--- src/rtl/regfile_seq.sv ---
`default_nettype none
// +-------------------------------------------------------------------------+
// | regfile_seq: serial operand-fetch / ALU / writeback command sequencer.   |
// | Optional: REGFILE_SEQ_FLAGS_EN adds the {N,Z,V} flags output.  Rev 1.0   |
// +-------------------------------------------------------------------------+
module regfile_seq #(
   parameter int DW   = 16,
   parameter int AW   = 3,
   parameter int IMMW = 8
) (
   input  logic            clk,
   input  logic            rst_n,
   input  logic            cmd_valid,
   output logic            cmd_ready,
   input  logic [1:0]      cmd_op,
   input  logic [1:0]      cmd_fn,
   input  logic [AW-1:0]   cmd_rd,
   input  logic [AW-1:0]   cmd_rs1,
   input  logic [AW-1:0]   cmd_rs2,
   input  logic [IMMW-1:0] cmd_imm,
   output logic [AW-1:0]   rf_readnum,
   input  logic [DW-1:0]   rf_data_out,
   output logic [AW-1:0]   rf_writenum,
   output logic            rf_write,
   output logic [DW-1:0]   rf_data_in,
   output logic [DW-1:0]   alu_a,
   output logic [DW-1:0]   alu_b,
   output logic [1:0]      alu_fn,
   input  logic [DW-1:0]   alu_result,
   output logic            done,
   output logic            busy
`ifdef REGFILE_SEQ_FLAGS_EN
   ,
   output logic [2:0]      flags
`endif
);

   localparam logic [1:0] OP_ALU  = 2'b00;
   localparam logic [1:0] OP_MOVI = 2'b01;
   localparam logic [1:0] OP_MOV  = 2'b10;
   localparam logic [1:0] OP_CMP  = 2'b11;

   typedef enum logic [2:0] {
      IDLE  = 3'd0,
      LOADA = 3'd1,
      LOADB = 3'd2,
      EXEC  = 3'd3,
      WRITE = 3'd4
   } state_t;

   state_t         state_q, state_d;
   logic [DW-1:0]  a_q, a_d, b_q, b_d, c_q, c_d;
   logic [1:0]     fn_q, fn_d, op_q, op_d;
   logic [AW-1:0]  rd_q, rd_d, rs1_q, rs1_d, rs2_q, rs2_d;
   logic [AW-1:0]  readnum_q, readnum_d;
`ifdef REGFILE_SEQ_FLAGS_EN
   logic [2:0]     flags_q, flags_d;
   logic [DW-1:0]  sum_ab;
   assign sum_ab = a_q + b_q;
`endif

   always_comb begin
      state_d   = state_q;
      a_d       = a_q;
      b_d       = b_q;
      c_d       = c_q;
      fn_d      = fn_q;
      op_d      = op_q;
      rd_d      = rd_q;
      rs1_d     = rs1_q;
      rs2_d     = rs2_q;
      readnum_d = readnum_q;
`ifdef REGFILE_SEQ_FLAGS_EN
      flags_d   = flags_q;
`endif
      case (state_q)
         IDLE: begin
            if (cmd_valid) begin
               fn_d  = cmd_fn;
               op_d  = cmd_op;
               rd_d  = cmd_rd;
               rs1_d = cmd_rs1;
               rs2_d = cmd_rs2;
               if (cmd_op == OP_MOVI) begin
                  c_d     = {{(DW-IMMW){cmd_imm[IMMW-1]}}, cmd_imm};
                  state_d = WRITE;
               end else begin
                  state_d = LOADA;
               end
            end
         end
         LOADA: begin
            readnum_d = rs1_q;
            a_d       = rf_data_out;
            if (op_q == OP_MOV) begin
               c_d     = rf_data_out;
               state_d = WRITE;
            end else begin
               state_d = LOADB;
            end
         end
         LOADB: begin
            readnum_d = rs2_q;
            b_d       = rf_data_out;
            state_d   = EXEC;
         end
         EXEC: begin
            c_d = alu_result;
`ifdef REGFILE_SEQ_FLAGS_EN
            // V is the add overflow of the latched operands, whatever fn selects
            flags_d = {alu_result[DW-1], (alu_result == '0),
                       (a_q[DW-1] == b_q[DW-1]) && (sum_ab[DW-1] != a_q[DW-1])};
`endif
            state_d = (op_q == OP_CMP) ? IDLE : WRITE;
         end
         WRITE:   state_d = IDLE;
         default: state_d = IDLE;
      endcase
   end

   always_ff @(posedge clk) begin
      if (!rst_n) begin
         state_q   <= IDLE;
         a_q       <= '0;
         b_q       <= '0;
         c_q       <= '0;
         fn_q      <= '0;
         op_q      <= '0;
         rd_q      <= '0;
         rs1_q     <= '0;
         rs2_q     <= '0;
         readnum_q <= '0;
`ifdef REGFILE_SEQ_FLAGS_EN
         flags_q   <= '0;
`endif
      end else begin
         state_q   <= state_d;
         a_q       <= a_d;
         b_q       <= b_d;
         c_q       <= c_d;
         fn_q      <= fn_d;
         op_q      <= op_d;
         rd_q      <= rd_d;
         rs1_q     <= rs1_d;
         rs2_q     <= rs2_d;
         readnum_q <= readnum_d;
`ifdef REGFILE_SEQ_FLAGS_EN
         flags_q   <= flags_d;
`endif
      end
   end

   // The regfile has no reset, so a write must be masked the moment rst_n drops
   assign rf_write    = (state_q == WRITE) && rst_n;
   assign done        = rst_n && ((state_q == WRITE) ||
                                  ((state_q == EXEC) && (op_q == OP_CMP)));
   assign cmd_ready   = (state_q == IDLE);
   assign busy        = (state_q != IDLE);
   assign rf_readnum  = readnum_d;
   assign rf_writenum = rd_q;
   assign rf_data_in  = c_q;
   assign alu_a       = a_q;
   assign alu_b       = b_q;
   assign alu_fn      = fn_q;
`ifdef REGFILE_SEQ_FLAGS_EN
   assign flags       = flags_q;
`endif

endmodule
`default_nettype wire

--- config.mk ---
export PLATFORM = sky130hd
export DESIGN_NAME = regfile_seq
export DESIGN_NICKNAME = d
export VERILOG_FILES = /design/src/rtl/regfile_seq.sv
export SDC_FILE = /design/constraint.sdc
export NUM_CORES = 1
export LEC_CHECK = 0
export BUFFER_PORTS_ARGS = -buffer_cell sky130_fd_sc_hd__buf_2
export CORE_ASPECT_RATIO = 1.25
export CORE_MARGIN = 4
export CORE_UTILIZATION = 45
export DETAILED_ROUTE_END_ITERATION = 12
export PLACE_DENSITY_LB_ADDON = 0.1
export SYNTH_ARGS = -nofsm -noshare
export SYNTH_HDL_FRONTEND = slang
export SYNTH_SLANG_ARGS = --single-unit
export TNS_END_PERCENT = 5
--- constraint.sdc ---
create_clock -name clk -period 1.62 [get_ports clk]
set_input_delay 0.243 -clock clk [delete_from_list [all_inputs] [get_ports clk]]
set_output_delay 0.243 -clock clk [all_outputs]
set_load 0.02 [all_outputs]
# ---- Word level (Yosys, flattened, before mapping)
# Cells that the tools add are included.
dict set report classes {
  bitwise_logic 0
  n_eq_ne 10
  n_div 0
  add_sub_neg 0
  n_mul 0
  magnitude_cmp 0
  n_mux 10
  shift 0
  reduce_logical 9
}
# op n
set ops {}
lappend ops {{$mux W16} 3}
lappend ops {{$pmux W16 S3} 1}
lappend ops {{$mux W3} 4}
lappend ops {{$pmux W3 S4} 1}
lappend ops {{$eq A3 B2 Y1 const B} 2}
lappend ops {{$pmux W3 S2} 1}
lappend ops {{$reduce_bool A3 Y1} 2}
lappend ops {{$eq A2 B2 Y1 const B} 2}
lappend ops {{$ne A2 B2 Y1 const B} 2}
lappend ops {{$reduce_and A4 Y1} 1}
lappend ops {{$eq A3 B1 Y1 const B} 1}
lappend ops {{$eq A3 B3 Y1 const B} 1}
lappend ops {{$logic_and A1 B1 Y1} 3}
lappend ops {{$logic_not A3 Y1} 1}
lappend ops {{$eq A2 B1 Y1 const B} 1}
lappend ops {{$ne A2 B1 Y1 const B} 1}
lappend ops {{$reduce_and A2 Y1} 1}
lappend ops {{$logic_or A1 B1 Y1} 1}
dict set report totals {
  mem_count 0
  input_bits 56
  latchBits 0
  ramBits 0
  wordCells 39
  out_inout_bits 60
  rom_bits 0
  register_bits 67
}

# ---- Logic depth before layout (Yosys ltp)
dict set report depth {
  word_depth 4
  ltp_mapped 8
  ltp_nobuf 4
}

# ---- Worst setup path after synthesis
# OpenSTA, ideal clock, no wires.
dict set report synth_path {
  path_kind {reg-to-output}
  start {register state_q[1]}
  end {output port done}
  setup_slack_ns 0.081
  stages_incl_launch_ff 7
  arrival_ns 1.296
  required_ns 1.377
  n_path_buf 2
  path_cell_list {dfxtp_1 -> buf_6 -> buf_2 -> nand2_1 -> nor3_1 -> a21oi_1 -> nor2b_1}
}
dict set report synth_via {
  elab_chain_cells 4
  word_cells_on_any_way 5
  cone_classes {eq/ne: 2; reduce/logical: 3}
}
# item line
set synth_lines {}
lappend synth_lines {{from (decl)} 51} ;# state_t state_q, state_d;
lappend synth_lines {{from (signal assigned)} 137} ;# state_q <= state_d;
lappend synth_lines {{$eq A3 B2 Y1} 156} ;# ((state_q == EXEC) && (op_q == OP_CMP)));
lappend synth_lines {{$logic_and A1 B1 Y1} 156}
lappend synth_lines {{$logic_or A1 B1 Y1 *} 155} ;# assign done = rst_n && ((state_q == WRITE) ||
lappend synth_lines {{$logic_and A1 B1 Y1 *} 155}
lappend synth_lines {{to (decl)} 30} ;# output logic done,
# Every way passes the cells marked *; elsewhere a longest branch is shown, timed or not.

# ---- Final worst setup path
dict set report layout_path {
  start {register state_q[1]}
  end {output port rf_readnum[2]}
}
dict set report layout_via {
  elab_chain_cells 2
  word_cells_on_any_way 3
  cone_classes {eq/ne: 2; mux: 1}
}
# item line
set layout_lines {}
lappend layout_lines {{$eq A3 B2 Y1 / $eq A3 B1 Y1 (equally long branches)} 76} ;# case (state_q)
lappend layout_lines {{$pmux W3 S2 *} 76}
lappend layout_lines {{to (decl)} 21} ;# output logic [AW-1:0] rf_readnum,
# Marks and branches as above.

==> impl_metrics.toml <==
[floorplan]
die_w_um = 80.1
die_y_um = 98.1
dieArea_um2 = 7860
row_count = 32
ios = 116
coreArea_um2 = 6250
initial_utilization_pct = 46.8

[place]
hpwl_um = 5870
io_buffer_count = 115
dp.cells = 522
globalplace.congestion = 0.843

[worst_setup_path]
arrival_ns = 1.42
critPathRequiredTime_ns = 1.38
cp_top_family = "compound AO/OA/AOI/OAI gates"
path_depth = 4
path_class = "register to output pin"
slowest_delay_ns = 0.37
path_cells = "nand2b_4 > a21oi_4 > a2bb2oi_2 > buf_6"
start_kind = "register"
path_buf_inv = 1
cp_max_fo = 5
worst_path_max_delay_cell = "dfxtp_4"
cp-end-kind = "output pin"
r2r_cells = 6

[power_and_ir_drop]
power_density_nw_per_um2 = 1100
vdd_drop_max_v = 0.000577
p_leak_uw = 0.00172

[timing]
grt_setup_unrepaired = "yes"
maxSlewViolCount = 0
clock_skew_ns = 0.0116
timing_hold_violations_final = 0
relSlewSlack_pct = 62.0
final.setup.tns_ns = -0.0665
fin_ws_ns = -0.0390
worst_pin_slew_ns = 0.569
finalCriticalPeriod_ns = 1.66
finalCritPeriodShare_pct = 102
timing.fmax_mhz = 603
final-setup-viol-count = 2

[outcome]
status = "finished, violations left"
violations = "setup timing"

[final_layout]
layout_common_cells = "buf_2 (109), nand2_1 (100), dfxtp_1 (64)"
layout_commonest_cell = "buf_2"
area_growth_pct = 37.1
num-nets-final = 508
fin_util_pct = 64.1
nFillCells = 593
instances_no_fill = 542
antenna_cells = 0
drive_gt1_share_pct = 39.2

[synthesis]
synth_cell_types = 35
ys_warn_count = 0
yosysTopAreaCell = "dfxtp_1"
syn-cell-area_um2 = 2920
syn_area_per_cell_um2 = 8.70
syn-num-nets = 392
synth-seq-cells = 67
synth_top_area_share_pct = 45.9
ys_seq_area_share_pct = 45.9
synthCells = 336
ys_top_cells_by_area = "dfxtp_1 (46%), nand2_1 (13%), a21boi_1 (7.4%)"

[detailed_routing]
final_antenna_net_count = 0
vias = 2708
wl_per_cell_um = 14.5
avgViaCountPerCell = 5.00
drtIter0Drc = 108
drcViolationCount = 0
drtPass1Iterations = 4
routed_wl_um = 7870

[cts]
numCtsBuffers = 9
clk_latency_ns = 0.34
cts_buffer_depth = 2
ctsHoldBuffers = 0
clk_pin_slew_ns = 0.07
cts.sinks = 67
cts_tree = "done"
htree_num_levels = 3
ctsRootBufferMaster = "clkbuf_8"

[flow_run]
max_cap_viol_count = 0

[global_route]
grt_pass1_vias = 2656
grt_max_degree = 49
grt_usage_pct = 20.5
grt_pass1_wl_um = 12600
overflow = 0
antenna_found_initial = 0

[min_path]
whs_path_depth = 3
hp-class = "input pin to register"
state kept, by name (all words and copies together) (netlist names):
register	count
op_q	2
rf_data_in	16
state_q	3
rs2_q	3
alu_b	16
alu_fn	2
rf_writenum	3
alu_a	16
readnum_q	3
rs1_q	3
Yosys cell counts (all sizes together):
cell type,number
o22ai,3
nor4bb,1
a211oi,9
and3,2
nor2,3
or3,1
nand2,101
o21ai,11
clkbuf,12
nand2b,4
a21oi,3
a2bb2oi,2
a31o,9
o2111a,1
nor2b,5
o211ai,7
inv,2
o2bb2a,1
and2,4
nand3,7
mux2i,16
nor3,1
a21boi,45
o221ai,1
nand3b,1
dfxtp,67
buf,16
nor4b,1
kinds of logic (layout without fill, tap and decap cells):
| logic type | count (synthesis) | after routing | synth area share, % |
|---|---|---|---|
| AOI/OAI and AO/OA | 92 | 92 | 23.4 |
| buffers and inverters | 30 | 151 | 5.22 |
| DFF | 67 | 67 | 45.9 |
| muxes | 16 | 16 | 5.48 |
| and+or+nand+nor | 131 | 131 | 20.0 |
layout make-up:
type | instances | area [um2] | area share [%]
sequential | 67 | 1350 | 33.7
clock inverter | 7 | 100 | 2.50
clock buffer | 9 | 124 | 3.09
timing repair buffer | 133 | 782 | 19.5
tap | 85 | 106 | 2.65
multi-input combinational | 239 | 1540 | 38.4
inverter | 2 | 7.51 | 0.187
tightest hold or removal path, stage by stage:
cell,delay [ns]
buf_2,0.10
nand2_1,0.04
a21boi_1,0.05
stage by stage:
stage | hold WS (ns) | area [um2] | power, uW | setup slack [ns]
3_5_place_dp | 0.442 | 3600 | 2800 | 0.0724
4_1_cts | 0.120 | 3960 | 4440 | -0.0388
6_report | 0.135 | 4010 | 4420 | -0.0390
5_1_grt | 0.151 | 4010 | 4650 | -0.105
3_3_place_gp | 0.438 | 3600 | 2790 | 0.110
2_1_floorplan | 0.378 | 2920 | 2470 | 0.0811
per-layer routing:
metal	up-vias	wire length, um	track usage (%)
li1	1384	-	-
met1	1227	3080	22.5
met2	83	4110	36.7
met3	14	486	4.34
met4	0	195	9.49
met5	-	0	0
power breakdown:
group | internal [uW] | leakage (uW) | total, uW | switching [uW]
Combinational | 441 | 0.00106 | 1020 | 575
Sequential | 1780 | 0.000548 | 1860 | 79.7
Clock | 877 | 0.000114 | 1550 | 671
final timing paths:
kind,start,to,slack [ns]
worst max register to register,state_q[1]$_SDFFE_PN0P_,rf_data_in[14]$_SDFFE_PN0P_,0.03
worst min-delay path,cmd_fn[0],alu_fn[0]$_SDFFE_PN0P_,0.13
worst max-delay path,state_q[1]$_SDFFE_PN0P_,rf_readnum[2],-0.04
worst min register to register,alu_b[13]$_SDFFE_PN0N_,alu_b[13]$_SDFFE_PN0N_,0.45
what timing repair did:
item                                    4_1_cts  5_1_grt
gates resized for setup                      27       11
endpoints found under the setup margin        7       19
hold endpoints to repair                      0        0
buffers inserted                              4        0
pin swaps                                     2        7
gates cloned                                  0        0
No activity file was read; power rests on OpenSTA's default activity.
